===== src/rtl/wptr_full_ctrl.sv =====
// wptr_full_ctrl: write-domain side of the async FIFO. It keeps the binary and Gray write
// pointers, gates producer writes against the synchronized read pointer, and flags
// full / almost_full / fill level plus a sticky overflow indication.
module wptr_full_ctrl #(
  parameter int ADDR_WIDTH = 4,
  parameter int AF_THRESH  = 12
) (
  input  logic                  clk,
  input  logic                  rst,
  input  logic                  wr_en,
  input  logic [ADDR_WIDTH:0]   rptr_gray_sync,
  input  logic                  ovf_clr,
  output logic                  wr_accept,
  output logic [ADDR_WIDTH-1:0] waddr,
  output logic [ADDR_WIDTH:0]   wptr_gray,
  output logic                  full,
  output logic                  almost_full,
  output logic [ADDR_WIDTH:0]   wr_level,
  output logic                  overflow
);

  localparam int PW = ADDR_WIDTH + 1;
  localparam logic [PW-1:0] AF_LIMIT = PW'(AF_THRESH);

  // Gray to binary: each binary bit is the XOR of all Gray bits at or above it.
  function automatic logic [PW-1:0] gray2bin(input logic [PW-1:0] g);
    logic [PW-1:0] b;
    b[PW-1] = g[PW-1];
    for (int i = PW - 2; i >= 0; i--) begin
      b[i] = b[i+1] ^ g[i];
    end
    return b;
  endfunction

  // Binary to Gray: adjacent values differ in exactly one bit.
  function automatic logic [PW-1:0] bin2gray(input logic [PW-1:0] b);
    return (b >> 1) ^ b;
  endfunction

  logic [PW-1:0] r_wbin;
  logic [PW-1:0] r_wgray;
  logic          r_full;
  logic          r_almost_full;
  logic [PW-1:0] r_level;
  logic          r_overflow;

  logic          w_accept;
  logic [PW-1:0] w_wbin_next;
  logic [PW-1:0] w_wgray_next;
  logic [PW-1:0] w_rbin;
  logic [PW-1:0] w_full_match;
  logic [PW-1:0] w_level_next;

  // Next-state arithmetic for pointers and flags; the read pointer only reaches outputs via flops.
  always_comb begin
    w_accept     = wr_en & ~r_full;
    w_wbin_next  = r_wbin + {{ADDR_WIDTH{1'b0}}, w_accept};
    w_wgray_next = bin2gray(w_wbin_next);
    w_rbin       = gray2bin(rptr_gray_sync);
    // Full means the write pointer is exactly one lap ahead: top two Gray bits inverted.
    w_full_match = {~rptr_gray_sync[ADDR_WIDTH:ADDR_WIDTH-1], rptr_gray_sync[ADDR_WIDTH-2:0]};
    w_level_next = w_wbin_next - w_rbin;
  end

  // Pointer, flag and level registers with synchronous active-low reset.
  always_ff @(posedge clk) begin
    if (!rst) begin
      r_wbin        <= {PW{1'b0}};
      r_wgray       <= {PW{1'b0}};
      r_full        <= 1'b0;
      r_almost_full <= 1'b0;
      r_level       <= {PW{1'b0}};
    end else begin
      r_wbin        <= w_wbin_next;
      r_wgray       <= w_wgray_next;
      r_full        <= (w_wgray_next == w_full_match);
      r_almost_full <= (w_level_next >= AF_LIMIT);
      r_level       <= w_level_next;
    end
  end

  // Sticky overflow: a write attempted while full sets it and takes priority over a clear.
  always_ff @(posedge clk) begin
    if (!rst) begin
      r_overflow <= 1'b0;
    end else if (wr_en && r_full) begin
      r_overflow <= 1'b1;
    end else if (ovf_clr) begin
      r_overflow <= 1'b0;
    end else begin
      r_overflow <= r_overflow;
    end
  end

  assign wr_accept   = w_accept;
  assign waddr       = r_wbin[ADDR_WIDTH-1:0];
  assign wptr_gray   = r_wgray;
  assign full        = r_full;
  assign almost_full = r_almost_full;
  assign wr_level    = r_level;
  assign overflow    = r_overflow;

endmodule


===== config.mk =====
export PLATFORM = sky130hd
export DESIGN_NAME = wptr_full_ctrl
export DESIGN_NICKNAME = d
export VERILOG_FILES = /design/src/rtl/wptr_full_ctrl.sv
export SDC_FILE = /design/constraint.sdc
export NUM_CORES = 1
export LEC_CHECK = 0
export BUFFER_PORTS_ARGS = -buffer_cell sky130_fd_sc_hd__buf_2
export CORE_AREA = 5 5 50 52
export CTS_CLUSTER_SIZE = 30
export DETAILED_ROUTE_END_ITERATION = 16
export DIE_AREA = 0 0 55 57
export PLACE_DENSITY = 0.7
export RECOVER_POWER = 50
export SYNTH_ARGS = -nofsm -noshare
export SYNTH_HDL_FRONTEND = slang
export SYNTH_SLANG_ARGS = --single-unit

===== constraint.sdc =====
create_clock -name clk -period 6.1 [get_ports clk]
set_input_delay 0.61 -clock clk [delete_from_list [all_inputs] [get_ports clk]]
set_output_delay 0.61 -clock clk [all_outputs]
set_load 0.02 [all_outputs]

**Word level (Yosys, flattened, before mapping)**

Cells that the tools add are included.

- Register bits after elaboration: 18
- Input bits: 9
- Output and inout port bits: 18
- Word-level logic and storage cells: 22

- $add $sub $neg: 2
- Order comparisons: 1
- Equality and inequality tests: 1
- Multiplexer cells: 2
- Bitwise operators: 8
- Reduce and logical (&&, ||, !) cells: 2

Operator list:

| operator | number |
|---|---|
| 5-bit by 1-bit adder with 5-bit output | 1 |
| 5-bit equality test | 1 |
| 5-bit by 4-bit >= comparator with 1-bit output, second input constant | 1 |
| 5-bit subtractor | 1 |
| 4-bit by 5-bit bitwise XOR with 5-bit output | 1 |
| 1-bit bitwise XOR | 4 |
| 1-bit 2-to-1 mux | 2 |
| 2-bit inverter | 1 |
| 2-bit nonzero test | 1 |
| 1-bit AND | 1 |
| 1-bit logical AND | 1 |
| 1-bit inverter | 1 |

**Depth between registers and ports, before layout**

Gate-level depths: netlist (run 1).

- Word-level depth: 6
- Gate-level depth with buffers: 11
- Gate-level depth less buffers: 11

**Worst setup path before layout (run 1)**

OpenSTA, ideal clock, no wires.

- Kind: in2reg
- Start point: input wr_en
- End point: register r_level[4] (netlist: wr_level[4])
- Library setup time: 0.115 ns
- Data arrival time: 2.670 ns
- Data required time: 5.985 ns
- Path slack: 3.315 ns
- Cell stages on the path: 10
- Path buffers: 0
- Cells stage by stage: nor2b_1 -> ha_1 -> ha_1 -> xor2_2 -> ha_1 -> nor2b_1 -> o21ai_0 -> nand2b_1 -> xnor2_1 -> and2_1

- Word-level cells in the longest chain between the ends: 3

RTL lines:

| element | line | text |
|---|---|---|
| start: declaration | 10 | `input logic wr_en,` |
| 1-bit AND | 56 | `w_accept = wr_en & ~r_full;` |
| 5-bit by 1-bit adder with 5-bit output | 57 | `w_wbin_next = r_wbin + {{ADDR_WIDTH{1'b0}}, w_accept};` |
| named net w_wbin_next[2] | 48 | `logic [PW-1:0] w_wbin_next;` |
| 5-bit subtractor | 62 | `w_level_next = w_wbin_next - w_rbin;` |
| end signal: assignment | 72 | `r_level <= {PW{1'b0}};` |
| end signal: assignment | 78 | `r_level <= w_level_next;` |
| end: declaration | 44 | `logic [PW-1:0] r_level;` |

The timed path passes the listed nets, and every way through them passes these cells.
A chain may end at the register's enable or synchronous reset.

**Worst setup path in the final report (run 1)**

- Start point: input rptr_gray_sync[4]
- End point: register r_level[4] (netlist: wr_level[4])

- Word-level cells in the longest chain between the ends: 5

RTL lines:

| element | line | text |
|---|---|---|
| start: declaration | 11 | `input logic [ADDR_WIDTH:0] rptr_gray_sync,` |
| 1-bit bitwise XOR (4 in series) | 30 | `b[i] = b[i+1] ^ g[i];` |
| 5-bit subtractor * | 62 |  |

Mark *: on every way between the ends. The rest lies on a longest branch, timed or not.

==> impl_metrics.prom, run 1 <==
# TYPE chip_impl_metric gauge
chip_impl_metric{name="power.clock.fraction",unit="%"} 20.8
chip_impl_metric{name="fraction_of_layout_instances_using_a_drive_strength_above_1",unit="%"} 17.2
chip_impl_metric{name="timing.fmax",unit="GHz"} 0.392
chip_impl_metric{name="nets",unit=""} 133
chip_impl_metric{name="netSwitchingFraction",unit="%"} 33.3
chip_impl_metric{name="worst_skew_pair.late_latency",unit="ns"} 0.28
chip_impl_metric{name="placement.io_buffers",unit=""} 26
chip_impl_metric{name="synth_to_final_area_change",unit="%"} 19.5
chip_impl_metric{name="fraction_of_the_core_area_covered_by_cells_at_the_end_of_the_flow",unit="%"} 50.2
chip_impl_metric{name="antenna_violations_before_repair",unit=""} 0
chip_impl_info{name="root_buffer",value="sky130_fd_sc_hd__clkbuf_4"} 1
chip_impl_metric{name="vdd_drop_max",unit="mV"} 0.127
chip_impl_info{name="crit_path_top_delay_cell",value="sky130_fd_sc_hd__fa_1"} 1
chip_impl_metric{name="place.detailed.hpwl",unit="mm"} 1.25
chip_impl_metric{name="die_w",unit="um"} 55
chip_impl_metric{name="slowest_delay",unit="ns"} 0.43
chip_impl_metric{name="fp.dieArea",unit="um2"} 3140
chip_impl_metric{name="cts-buffers-inserted",unit=""} 3
chip_impl_metric{name="critical_path_required",unit="ns"} 6.28
chip_impl_metric{name="synth-seq-cells",unit=""} 17
chip_impl_metric{name="antenna_cells_inserted",unit=""} 0
chip_impl_info{name="crit_path_cell_trace",value="buf_2 -> xnor2_2 -> xor2_1 -> xor2_1 -> xnor2_1 -> ha_1 -> fa_1 -> nor2b_1 -> o21ai_0 -> nand2b_1 -> xnor2_1 -> and2_1"} 1
chip_impl_metric{name="syn_inst",unit=""} 87
chip_impl_info{name="critPathLaunchType",value="input port"} 1
chip_impl_metric{name="p_int",unit="mW"} 0.187
chip_impl_metric{name="rows",unit=""} 17
chip_impl_metric{name="mappedNetlistArea",unit="um2"} 867
chip_impl_metric{name="synth_fp_nets",unit=""} 103
chip_impl_metric{name="synth_area_per_cell",unit="um2"} 9.97
chip_impl_metric{name="fp.dieH",unit="um"} 57
chip_impl_metric{name="power_density",unit="nW/um2"} 271
chip_impl_info{name="tritoncts",value="built"} 1
chip_impl_metric{name="finalWirelength",unit="mm"} 1.52
chip_impl_metric{name="timing.setup.tns",unit="ns"} 0
chip_impl_metric{name="viasPerCell",unit=""} 4.36
chip_impl_metric{name="cts-hold-fix-buffers",unit=""} 0
chip_impl_metric{name="relSlewSlack",unit="%"} 76.2
chip_impl_metric{name="synth_cell_types",unit=""} 25
chip_impl_metric{name="number_of_global_route_vias_before_repair",unit=""} 597
chip_impl_info{name="hold_path_class",value="reg -> reg"} 1
chip_impl_metric{name="cts.sink_count",unit=""} 17
chip_impl_info{name="timing.critical_path.max_delay_family",value="XOR/XNOR gates"} 1
chip_impl_metric{name="remaining_drc_errors",unit=""} 0
chip_impl_metric{name="grt_usage",unit="%"} 10.9
chip_impl_info{name="run_status",value="finished, final reports clean"} 1
chip_impl_metric{name="worstMarginPinSlew",unit="ns"} 0.357
chip_impl_metric{name="sequentialPowerShare",unit="%"} 46.1
chip_impl_metric{name="place_congestion",unit=""} 0.779
chip_impl_info{name="crit_type",value="in -> reg"} 1
chip_impl_metric{name="count_of_flip_flops_with_a_built_in_enable_after_synthesis",unit=""} 0
chip_impl_metric{name="synthArstFlopShare",unit="%"} 0
chip_impl_metric{name="cp.arrival",unit="ns"} 2.73
chip_impl_metric{name="clkSlewWorstSetupHoldPaths",unit="ns"} 0.10
chip_impl_metric{name="switching_pwr",unit="mW"} 0.0934
chip_impl_info{name="rsz0062_at_grt",value="false"} 1
chip_impl_metric{name="final_max_slew_viol_count",unit=""} 0
chip_impl_metric{name="initial_utilization",unit="%"} 42.0
chip_impl_metric{name="initialDrtViolationCount",unit=""} 12
chip_impl_metric{name="yosysWarningCount",unit=""} 0
chip_impl_metric{name="max_cap_viol_count",unit=""} 0
chip_impl_metric{name="synth.yosys.seq_area_share",unit="%"} 39.2
chip_impl_metric{name="final.period_utilization",unit="%"} 41.8
chip_impl_metric{name="timing.critical_path.fanout_max",unit=""} 3
chip_impl_metric{name="detailroute.via_count",unit=""} 628
chip_impl_metric{name="clockBufferDepth",unit=""} 2
chip_impl_metric{name="post_route_antenna_net_violation_count",unit=""} 0
chip_impl_info{name="cp-end-kind",value="flop"} 1
chip_impl_metric{name="p_leak",unit="nW"} 0.465
chip_impl_metric{name="final.setup_skew",unit="ns"} 0.00512
chip_impl_metric{name="htreeDepth",unit=""} 1
chip_impl_metric{name="power_frac_comb",unit="%"} 33.1
chip_impl_metric{name="globalRouteOverflowTotal",unit=""} 0
chip_impl_metric{name="critical_path.n_buffers_inverters",unit=""} 1
chip_impl_metric{name="hold_viol_final",unit=""} 0
chip_impl_metric{name="grt_start_max_net_pins",unit=""} 11
chip_impl_metric{name="routedWlPerCell",unit="um"} 10.6
chip_impl_metric{name="number_of_failing_setup_endpoints_in_the_final_timing_report",unit=""} 0
chip_impl_metric{name="ios",unit=""} 27
chip_impl_metric{name="number_of_optimization_iterations_in_the_first_detailed_route_pass",unit=""} 2
chip_impl_info{name="most_frequent_standard_cell_in_the_layout_excluding_fill_and_tap_cells",value="sky130_fd_sc_hd__dfxtp_1"} 1
chip_impl_metric{name="cts_resized",unit=""} 0
chip_impl_info{name="most_frequently_used_flop_master_after_synthesis",value="sky130_fd_sc_hd__dfxtp_1"} 1
chip_impl_info{name="mostFrequentLayoutCells",value="sky130_fd_sc_hd__dfxtp_1 (17), sky130_fd_sc_hd__clkbuf_1 (15), sky130_fd_sc_hd__xnor2_1 (12), sky130_fd_sc_hd__buf_2 (12), sky130_fd_sc_hd__xor2_1 (8)"} 1
chip_impl_metric{name="period_needed",unit="ns"} 2.55
chip_impl_metric{name="wire_length_of_the_first_global_routing_pass",unit="mm"} 2.44
chip_impl_metric{name="coreArea",unit="um2"} 2060
chip_impl_metric{name="post-cts-setup-buffer-count",unit=""} 0
==> worst reg2reg max path, delay by kind of cell, from the launching register on <==
| kind | cells | cell delay, ns |
|---|---|---|
| compound gates | 1 | 0.14 |
| xor+xnor | 2 | 0.39 |
| fa+ha+maj | 3 | 0.90 |
| flops | 1 | 0.33 |
| simple gates | 4 | 0.53 |
==> flip-flops by register name, indices dropped and copies added, names as in the netlist <==
register     count
r_wbin           5
wr_level         5
wptr_gray        4
almost_full      1
full             1
overflow         1
==> cells by family (layout without fill, tap and decap cells) <==
family,count (synthesis),count (layout),share of synthesized area (%)
buf+inv,7,36,3.17
xor+xnor,22,22,24.0
flops,17,17,39.3
compound gates,8,8,6.35
simple gates,26,26,16.3
fa+ha+maj,7,7,11.0
==> layer usage <==
layer  wire, um  up-vias  global-route usage, %
met3        135        4                   2.61
met2        640       21                   16.2
li1           -      337                      -
met4         43        0                   7.29
met5          0        -                      0
met1        704      266                   13.5
==> through the flow <==
step	setup WS, ns	total power [mW]	instances	cell area, um2	hold WS, ns
CTS	3.53	0.288	144	1050	0.475
floorplan	3.32	0.204	87	867	0.542
global route	3.36	0.303	144	1040	0.509
finish	3.55	0.281	144	1040	0.470
detailed placement	3.23	0.229	140	1030	0.459
global placement	3.30	0.228	140	1030	0.451
==> worst paths after layout <==
check                                        from     endpoint  cells past startpoint  slack, ns
worst max-delay path            rptr_gray_sync[4]  wr_level[4]                     12       3.55
worst min-delay path                         full     overflow                      2       0.47
worst max register to register               full  wr_level[4]                     10       3.70
worst min register to register               full     overflow                      2       0.47
==> power by group through the flow <==
stage          sequential, mW  clock, mW  combinational [mW]
3_3_place_gp            0.131          0              0.0967
6_report                0.129     0.0585              0.0929
3_5_place_dp            0.131          0              0.0975
2_1_floorplan           0.150          0              0.0532
4_1_cts                 0.129     0.0612              0.0981
5_1_grt                 0.131     0.0684               0.104
==> layout make-up <==
class	count	area, um2
Timing Repair Buffer	26	113
Tap cell	28	35.0
Sequential cell	17	340
Clock buffer	4	26.3
Fill cell	214	1030
Multi-Input combinational cell	63	499
Inverter	6	22.5
==> Yosys cell counts (all sizes together), types with 2 or more instances <==
cell type,n,area (um2)
and2,6,40.0
inv,6,22.5
nand2,4,15.0
ha,6,75.1
nor2,7,26.3
a21oi,2,10.0
nand2b,2,12.5
nor2b,2,12.5
dfxtp,17,340
o2bb2ai,2,17.5
xnor2,13,121
nand3,2,10.0
xor2,9,86.3
(Power assumes the default switching activity.)
==> run 2: changes to the inputs <==
==> constraint.sdc (replaced) <==
create_clock -name clk -period 2.6 [get_ports clk]
set_input_delay 0.26 -clock clk [delete_from_list [all_inputs] [get_ports clk]]
set_output_delay 0.26 -clock clk [all_outputs]
set_load 0.02 [all_outputs]
==> impl_metrics.prom, run 2 (synthesis results as in run 1) <==
# TYPE chip_impl_metric gauge
chip_impl_info{name="run_status",value="finished, final reports clean"} 1
chip_impl_info{name="rsz0062_at_grt",value="false"} 1
chip_impl_metric{name="cts_resized",unit=""} 0
chip_impl_metric{name="globalRouteOverflowTotal",unit=""} 0
chip_impl_metric{name="slowest_delay",unit="ns"} 0.36
chip_impl_metric{name="cp.arrival",unit="ns"} 2.53
chip_impl_metric{name="grt_start_max_net_pins",unit=""} 11
chip_impl_metric{name="die_w",unit="um"} 55
chip_impl_info{name="root_buffer",value="sky130_fd_sc_hd__clkbuf_4"} 1
chip_impl_metric{name="cts-hold-fix-buffers",unit=""} 0
chip_impl_metric{name="nets",unit=""} 134
chip_impl_info{name="worst_path_most_repeated_cell",value="sky130_fd_sc_hd__ha_1"} 1
chip_impl_metric{name="ios",unit=""} 27
chip_impl_metric{name="antenna_cells_inserted",unit=""} 0
chip_impl_metric{name="vdd_drop_max",unit="mV"} 0.357
chip_impl_metric{name="power.clock.fraction",unit="%"} 20.6
chip_impl_metric{name="number_of_optimization_iterations_in_the_first_detailed_route_pass",unit=""} 2
chip_impl_metric{name="fraction_of_layout_instances_using_a_drive_strength_above_1",unit="%"} 17.1
chip_impl_metric{name="hold_viol_final",unit=""} 0
chip_impl_metric{name="cts.sink_count",unit=""} 17
chip_impl_metric{name="cts-buffers-inserted",unit=""} 3
chip_impl_metric{name="worstMarginPinSlew",unit="ns"} 0.325
chip_impl_metric{name="clockBufferDepth",unit=""} 2
chip_impl_metric{name="sequentialPowerShare",unit="%"} 45.8
chip_impl_metric{name="worst_skew_pair.late_latency",unit="ns"} 0.28
chip_impl_metric{name="finalWirelength",unit="mm"} 1.60
chip_impl_info{name="mostFrequentLayoutCells",value="sky130_fd_sc_hd__dfxtp_1 (17), sky130_fd_sc_hd__clkbuf_1 (16), sky130_fd_sc_hd__xnor2_1 (12), sky130_fd_sc_hd__buf_2 (11), sky130_fd_sc_hd__xor2_1 (8)"} 1
chip_impl_info{name="critPathLaunchType",value="flop"} 1
chip_impl_metric{name="final.setup_skew",unit="ns"} 0.00777
chip_impl_metric{name="final_max_slew_viol_count",unit=""} 0
chip_impl_metric{name="fin_total_pwr",unit="mW"} 0.661
chip_impl_metric{name="viasPerCell",unit=""} 4.44
chip_impl_info{name="worstReg2RegEnd",value="wr_level[4]"} 1
chip_impl_metric{name="fp.dieH",unit="um"} 57
chip_impl_metric{name="r2r_slack",unit="ns"} 0.26
chip_impl_metric{name="fraction_of_the_core_area_covered_by_cells_at_the_end_of_the_flow",unit="%"} 50.5
chip_impl_metric{name="final.period_utilization",unit="%"} 90.2
chip_impl_metric{name="wire_length_of_the_first_global_routing_pass",unit="mm"} 2.60
chip_impl_info{name="crit_type",value="reg -> reg"} 1
chip_impl_metric{name="post_route_antenna_net_violation_count",unit=""} 0
chip_impl_metric{name="timing.fmax",unit="GHz"} 0.427
chip_impl_metric{name="routedWlPerCell",unit="um"} 11.0
chip_impl_metric{name="netSwitchingFraction",unit="%"} 33.4
chip_impl_metric{name="instances_no_fill",unit=""} 145
chip_impl_metric{name="initial_utilization",unit="%"} 42.0
chip_impl_metric{name="period_needed",unit="ns"} 2.34
chip_impl_metric{name="detailroute.via_count",unit=""} 644
chip_impl_metric{name="placement.io_buffers",unit=""} 26
chip_impl_info{name="crit_path_cell_trace",value="nor2b_1 -> ha_1 -> ha_1 -> xor2_2 -> ha_1 -> nor2b_1 -> o21ai_0 -> nand2b_1 -> xnor2_1 -> and2_1"} 1
chip_impl_metric{name="place.detailed.hpwl",unit="mm"} 1.30
chip_impl_metric{name="timing.critical_path.fanout_max",unit=""} 5
chip_impl_metric{name="grt_usage",unit="%"} 11.2
chip_impl_metric{name="critical_path_required",unit="ns"} 2.78
chip_impl_metric{name="antenna_violations_before_repair",unit=""} 0
chip_impl_metric{name="remaining_drc_errors",unit=""} 0
chip_impl_metric{name="timing.setup.tns",unit="ns"} 0
chip_impl_metric{name="clkSlewWorstSetupHoldPaths",unit="ns"} 0.10
chip_impl_metric{name="relSlewSlack",unit="%"} 78.2
chip_impl_metric{name="p_int",unit="mW"} 0.440
chip_impl_info{name="cp-end-kind",value="flop"} 1
chip_impl_metric{name="r2r_cells",unit=""} 10
chip_impl_metric{name="htreeDepth",unit=""} 1
chip_impl_metric{name="total_instance_count_after_detailed_placement",unit=""} 141
chip_impl_info{name="hold_path_class",value="in -> reg"} 1
chip_impl_info{name="crit_path_start",value="full"} 1
chip_impl_info{name="critical_path.endpoint",value="wr_level[4]"} 1
chip_impl_metric{name="post-cts-setup-buffer-count",unit=""} 0
chip_impl_metric{name="coreArea",unit="um2"} 2060
chip_impl_metric{name="power_density",unit="nW/um2"} 634
chip_impl_metric{name="number_of_failing_setup_endpoints_in_the_final_timing_report",unit=""} 0
chip_impl_metric{name="max_cap_viol_count",unit=""} 0
chip_impl_metric{name="number_of_global_route_vias_before_repair",unit=""} 644
chip_impl_metric{name="fp.dieArea",unit="um2"} 3140
chip_impl_metric{name="rows",unit=""} 17
chip_impl_metric{name="place_congestion",unit=""} 0.781
chip_impl_metric{name="synth_to_final_area_change",unit="%"} 20.2
chip_impl_info{name="tritoncts",value="built"} 1
chip_impl_info{name="most_frequent_standard_cell_in_the_layout_excluding_fill_and_tap_cells",value="sky130_fd_sc_hd__dfxtp_1"} 1
chip_impl_metric{name="p_leak",unit="nW"} 0.466
chip_impl_metric{name="initialDrtViolationCount",unit=""} 1
chip_impl_metric{name="switching_pwr",unit="mW"} 0.221
chip_impl_info{name="crit_path_top_delay_cell",value="sky130_fd_sc_hd__ha_1"} 1
chip_impl_metric{name="power_frac_comb",unit="%"} 33.5
chip_impl_info{name="critical_path.reg2reg.startpoint",value="full"} 1
==> run 2: per-stage QoR <==
stage               cell area (um2)  hold WS, ns  setup WS (ns)
finish                         1040        0.225          0.256
floorplan                       867        0.409         0.0462
global route                   1040        0.232          0.110
global placement               1030        0.452          0.173
detailed placement             1030        0.466         0.0816
CTS                            1060        0.226          0.269
==> run 2: final cells by class <==
class,count,area [um2]
clock buffer,4,26.3
fill,207,1020
inverter,6,22.5
multi-input combinational,63,499
sequential,17,340
tap,28,35.0
timing repair buffer,27,119
==> run 2: per-layer routing <==
metal | vias up | global-route usage, % | part of all wire [%]
met3 | 2 | 2.35 | 7.3
met2 | 21 | 17.2 | 44
met4 | 0 | 3.13 | 0.88
met1 | 283 | 15.7 | 48
li1 | 338 | - | -
met5 | - | 0 | 0
==> run 2: how the worst min path moves through the flow <==
stage | from | end | depth (start not counted)
2_1_floorplan | wr_en | overflow | 2
3_3_place_gp | overflow | overflow | 2
3_5_place_dp | overflow | overflow | 2
4_1_cts | ovf_clr | overflow | 3
5_1_grt | wr_en | overflow | 3
6_report | ovf_clr | overflow | 3
==> run 2: critical path: cells and delay by family (launching register included) <==
kind            cells  cell delay [ns]
xor+xnor            2             0.34
flops               1             0.33
simple gates        4             0.53
fa+ha+maj           3             0.90
compound gates      1             0.14
==> run 2: power by group through the flow <==
stage	sequential (mW)	combinational (mW)	clock [mW]
final	0.303	0.222	0.136
after global routing	0.308	0.248	0.157
after CTS	0.302	0.234	0.141
after detailed placement	0.308	0.231	0
after global placement	0.307	0.228	0
after floorplan	0.353	0.125	0
==> run 3: changes to the inputs <==
--- a/config.mk
+++ b/config.mk
@@ -5,12 +5,13 @@
 export SDC_FILE = /design/constraint.sdc
 export NUM_CORES = 1
 export LEC_CHECK = 0
+export ABC_AREA = 1
 export BUFFER_PORTS_ARGS = -buffer_cell sky130_fd_sc_hd__buf_2
-export CORE_AREA = 5 5 50 52
+export CORE_AREA = 5 5 53 55
 export CTS_CLUSTER_SIZE = 30
 export DETAILED_ROUTE_END_ITERATION = 16
-export DIE_AREA = 0 0 55 57
-export PLACE_DENSITY = 0.7
+export DIE_AREA = 0 0 58 60
+export PLACE_DENSITY = 0.68
 export RECOVER_POWER = 50
 export SYNTH_ARGS = -nofsm -noshare
 export SYNTH_HDL_FRONTEND = slang
==> impl_metrics.prom, run 3 <==
# TYPE chip_impl_metric gauge
chip_impl_metric{name="synth.yosys.seq_area_share",unit="%"} 34.7
chip_impl_info{name="cp-end-kind",value="flop"} 1
chip_impl_metric{name="place.detailed.hpwl",unit="mm"} 1.77
chip_impl_info{name="crit_type",value="reg -> reg"} 1
chip_impl_metric{name="timing.setup.tns",unit="ns"} 0
chip_impl_metric{name="final.setup_skew",unit="ns"} 0.00719
chip_impl_metric{name="placement.io_buffers",unit=""} 26
chip_impl_metric{name="synth-adder-area-share",unit="%"} 9.71
chip_impl_metric{name="vdd_drop_max",unit="mV"} 0.334
chip_impl_metric{name="synth_to_final_area_change",unit="%"} 16.6
chip_impl_metric{name="number_of_global_route_vias_before_repair",unit=""} 849
chip_impl_metric{name="max_cap_viol_count",unit=""} 0
chip_impl_metric{name="fillers",unit=""} 261
chip_impl_metric{name="placed_area",unit="um2"} 1130
chip_impl_info{name="top_count_cell_post_synth",value="sky130_fd_sc_hd__nand2_1"} 1
chip_impl_metric{name="synth-seq-cells",unit=""} 17
chip_impl_metric{name="synthArstFlopShare",unit="%"} 0
chip_impl_metric{name="mappedNetlistArea",unit="um2"} 980
chip_impl_metric{name="synth_cell_types",unit=""} 20
chip_impl_metric{name="syn_inst",unit=""} 138
chip_impl_metric{name="critical_path_required",unit="ns"} 2.79
chip_impl_metric{name="yosysWarningCount",unit=""} 0
chip_impl_metric{name="viasPerCell",unit=""} 4.80
chip_impl_metric{name="grt_usage",unit="%"} 13.2
chip_impl_metric{name="initial_utilization",unit="%"} 41.8
chip_impl_metric{name="clockBufferDepth",unit=""} 2
chip_impl_info{name="most_frequent_standard_cell_in_the_layout_excluding_fill_and_tap_cells",value="sky130_fd_sc_hd__nand2_1"} 1
chip_impl_metric{name="fp.dieArea",unit="um2"} 3480
chip_impl_metric{name="number_of_failing_setup_endpoints_in_the_final_timing_report",unit=""} 0
chip_impl_metric{name="instances_no_fill",unit=""} 196
chip_impl_info{name="synth.area.top_cells",value="sky130_fd_sc_hd__dfxtp_1 (35%), sky130_fd_sc_hd__nand2_1 (14%), sky130_fd_sc_hd__inv_1 (8.4%), sky130_fd_sc_hd__ha_1 (7.7%), sky130_fd_sc_hd__nand3_1 (6.1%)"} 1
chip_impl_metric{name="cts-buffers-inserted",unit=""} 3
chip_impl_metric{name="post_route_antenna_net_violation_count",unit=""} 0
chip_impl_metric{name="netSwitchingFraction",unit="%"} 34.5
chip_impl_metric{name="period_needed",unit="ns"} 2.39
chip_impl_metric{name="p_int",unit="mW"} 0.413
chip_impl_metric{name="coreArea",unit="um2"} 2340
chip_impl_metric{name="power_frac_comb",unit="%"} 30.5
chip_impl_metric{name="timing.fmax",unit="GHz"} 0.419
chip_impl_metric{name="final.period_utilization",unit="%"} 91.8
chip_impl_metric{name="sequentialPowerShare",unit="%"} 46.8
chip_impl_metric{name="wire_length_of_the_first_global_routing_pass",unit="mm"} 3.47
chip_impl_metric{name="place_congestion",unit=""} 0.858
chip_impl_info{name="post_synth_most_frequent_cells",value="sky130_fd_sc_hd__nand2_1 (36), sky130_fd_sc_hd__inv_1 (22), sky130_fd_sc_hd__dfxtp_1 (17)"} 1
chip_impl_metric{name="power.clock.fraction",unit="%"} 22.7
chip_impl_metric{name="final_max_slew_viol_count",unit=""} 0
chip_impl_metric{name="cts.sink_count",unit=""} 17
chip_impl_metric{name="fp.dieH",unit="um"} 60
chip_impl_metric{name="grt_start_max_net_pins",unit=""} 12
chip_impl_metric{name="switching_pwr",unit="mW"} 0.218
chip_impl_metric{name="post-cts-setup-buffer-count",unit=""} 0
chip_impl_metric{name="synth_area_per_cell",unit="um2"} 7.10
chip_impl_metric{name="initialDrtViolationCount",unit=""} 24
chip_impl_metric{name="globalRouteOverflowTotal",unit=""} 0
chip_impl_metric{name="synthMuxAreaShare",unit="%"} 0
chip_impl_metric{name="synth_fp_nets",unit=""} 154
chip_impl_metric{name="worst_skew_pair.late_latency",unit="ns"} 0.30
chip_impl_metric{name="remaining_drc_errors",unit=""} 0
chip_impl_info{name="run_status",value="finished, final reports clean"} 1
chip_impl_metric{name="antenna_cells_inserted",unit=""} 0
chip_impl_metric{name="htreeDepth",unit=""} 1
chip_impl_metric{name="finalWirelength",unit="mm"} 2.18
chip_impl_metric{name="count_of_flip_flops_with_a_built_in_enable_after_synthesis",unit=""} 0
chip_impl_metric{name="hold_viol_final",unit=""} 0
chip_impl_metric{name="synth_compound_area_share",unit="%"} 4.34
chip_impl_info{name="hold_path_class",value="in -> reg"} 1
chip_impl_metric{name="xor_xnor_cell_area_share_of_the_yosys_netlist",unit="%"} 2.68
chip_impl_metric{name="fraction_of_layout_instances_using_a_drive_strength_above_1",unit="%"} 17.5
chip_impl_metric{name="final_design_area_no_fill",unit="um2"} 1140
chip_impl_metric{name="cp.arrival",unit="ns"} 2.58
chip_impl_metric{name="rows",unit=""} 18
chip_impl_info{name="tritoncts",value="built"} 1
chip_impl_info{name="root_buffer",value="sky130_fd_sc_hd__clkbuf_4"} 1
chip_impl_metric{name="number_of_optimization_iterations_in_the_first_detailed_route_pass",unit=""} 4
chip_impl_metric{name="ios",unit=""} 27
chip_impl_info{name="synth_top_cell_by_area",value="sky130_fd_sc_hd__dfxtp_1"} 1
chip_impl_metric{name="clkSlewWorstSetupHoldPaths",unit="ns"} 0.09
chip_impl_metric{name="timing.critical_path.fanout_max",unit=""} 6
chip_impl_info{name="most_frequently_used_flop_master_after_synthesis",value="sky130_fd_sc_hd__dfxtp_1"} 1
chip_impl_metric{name="antenna_violations_before_repair",unit=""} 0
chip_impl_metric{name="routedWlPerCell",unit="um"} 11.1
chip_impl_metric{name="detailroute.via_count",unit=""} 941
chip_impl_metric{name="die_w",unit="um"} 58
chip_impl_metric{name="power_density",unit="nW/um2"} 553
chip_impl_metric{name="cts-hold-fix-buffers",unit=""} 0
chip_impl_metric{name="nets",unit=""} 183
chip_impl_info{name="synth_top_family_by_area",value="simple AND/OR/NAND/NOR gates"} 1
chip_impl_metric{name="worstMarginPinSlew",unit="ns"} 0.374
chip_impl_metric{name="synth_top_area_share",unit="%"} 34.7
chip_impl_metric{name="total_instance_count_after_detailed_placement",unit=""} 192
chip_impl_metric{name="p_leak",unit="nW"} 0.601
chip_impl_info{name="rsz0062_at_grt",value="false"} 1
chip_impl_metric{name="relSlewSlack",unit="%"} 75.0
chip_impl_metric{name="synthSimpleGateAreaFrac",unit="%"} 37.8
chip_impl_info{name="mostFrequentLayoutCells",value="sky130_fd_sc_hd__nand2_1 (36), sky130_fd_sc_hd__inv_1 (22), sky130_fd_sc_hd__dfxtp_1 (17), sky130_fd_sc_hd__clkbuf_1 (16), sky130_fd_sc_hd__nand3_1 (12)"} 1
chip_impl_info{name="critPathLaunchType",value="flop"} 1
==> run 3: cell count changes after synthesis, moves of 3 or more <==
cell | previous run | this run
sky130_fd_sc_hd__xor2_1 | 8 | 1
sky130_fd_sc_hd__nand3_1 | 2 | 12
sky130_fd_sc_hd__a21oi_1 | 2 | 7
sky130_fd_sc_hd__nor2_1 | 7 | 11
sky130_fd_sc_hd__xnor2_1 | 12 | 2
sky130_fd_sc_hd__and2_1 | 4 | 0
sky130_fd_sc_hd__nand2_2 | 0 | 7
sky130_fd_sc_hd__nand3_2 | 0 | 4
sky130_fd_sc_hd__inv_1 | 6 | 22
sky130_fd_sc_hd__nand2_1 | 4 | 36
sky130_fd_sc_hd__nand4_1 | 1 | 4
==> run 3: layout make-up <==
class | count | area [um2] | share of cell area [%]
well taps | 30 | 37.5 | 3.29
clock buffers | 4 | 26.3 | 2.30
flip-flops and latches | 17 | 340 | 29.8
multi-input cells | 95 | 537 | 47.0
repair buffers | 26 | 111 | 9.75
inverters | 24 | 90.1 | 7.89
==> run 3: critical path, cell delays in order (launching register included) <==
cell	delay, ns
sky130_fd_sc_hd__dfxtp_1	0.33
sky130_fd_sc_hd__nor2_1	0.14
sky130_fd_sc_hd__ha_1	0.26
sky130_fd_sc_hd__ha_2	0.28
sky130_fd_sc_hd__nand2_2	0.11
sky130_fd_sc_hd__nand2_4	0.14
sky130_fd_sc_hd__inv_2	0.06
sky130_fd_sc_hd__ha_1	0.34
sky130_fd_sc_hd__a21oi_1	0.19
sky130_fd_sc_hd__nand2_1	0.08
sky130_fd_sc_hd__xnor2_1	0.17
sky130_fd_sc_hd__nor2_1	0.07
sky130_fd_sc_hd__nand2_1	0.07
sky130_fd_sc_hd__nand2_1	0.05
==> run 3: power by group through the flow <==
stage | Sequential [mW] | Clock [mW] | Combinational [mW]
floorplan | 0.335 | 0 | 0.109
global placement | 0.300 | 0 | 0.195
detailed placement | 0.301 | 0 | 0.200
CTS | 0.295 | 0.147 | 0.201
global route | 0.300 | 0.161 | 0.218
finish | 0.296 | 0.144 | 0.192
==> run 3: cell families (layout without fill, tap and decap cells) <==
family                   Yosys count  after routing
AND/OR/NAND/NOR                   77             77
buffers and inverters             26             54
flip-flops                        17             17
AO/OA/AOI/OAI                      8              8
adder cells (fa/ha/maj)            7              7
XOR/XNOR                           3              3
==> run 3: timing repair <==
action,in CTS,in global routing
endpoints found under the hold margin,0,0
setup endpoints to repair,0,1
resized for setup,0,1
==> run 3: per-layer routing <==
metal,up-vias,routed length (um),GRT usage [%]
met1,427,966,15.6
met2,22,1060,22.4
met3,5,98,1.30
met5,-,0,0
li1,487,-,-
met4,0,63,8.94
==> run 3: path summary, 6_finish.rpt <==
path	start	endpoint	slack (ns)	cells past startpoint
worst min register to register	overflow	overflow	0.47	2
worst max register to register	full	almost_full	0.21	13
worst min-delay path	ovf_clr	overflow	0.21	4
worst max-delay path	full	almost_full	0.21	13
==> run 3: metrics by stage <==
stage | util [%] | hold slack, ns | power [mW] | setup slack, ns
6_report | 48.8 | 0.207 | 0.632 | 0.213
5_1_grt | 48.8 | 0.218 | 0.679 | 0.0172
4_1_cts | 49.5 | 0.205 | 0.643 | 0.160
3_5_place_dp | 48.3 | 0.458 | 0.501 | 0.114
3_3_place_gp | 48.3 | 0.450 | 0.495 | 0.238
2_1_floorplan | - | 0.358 | 0.444 | 0.139
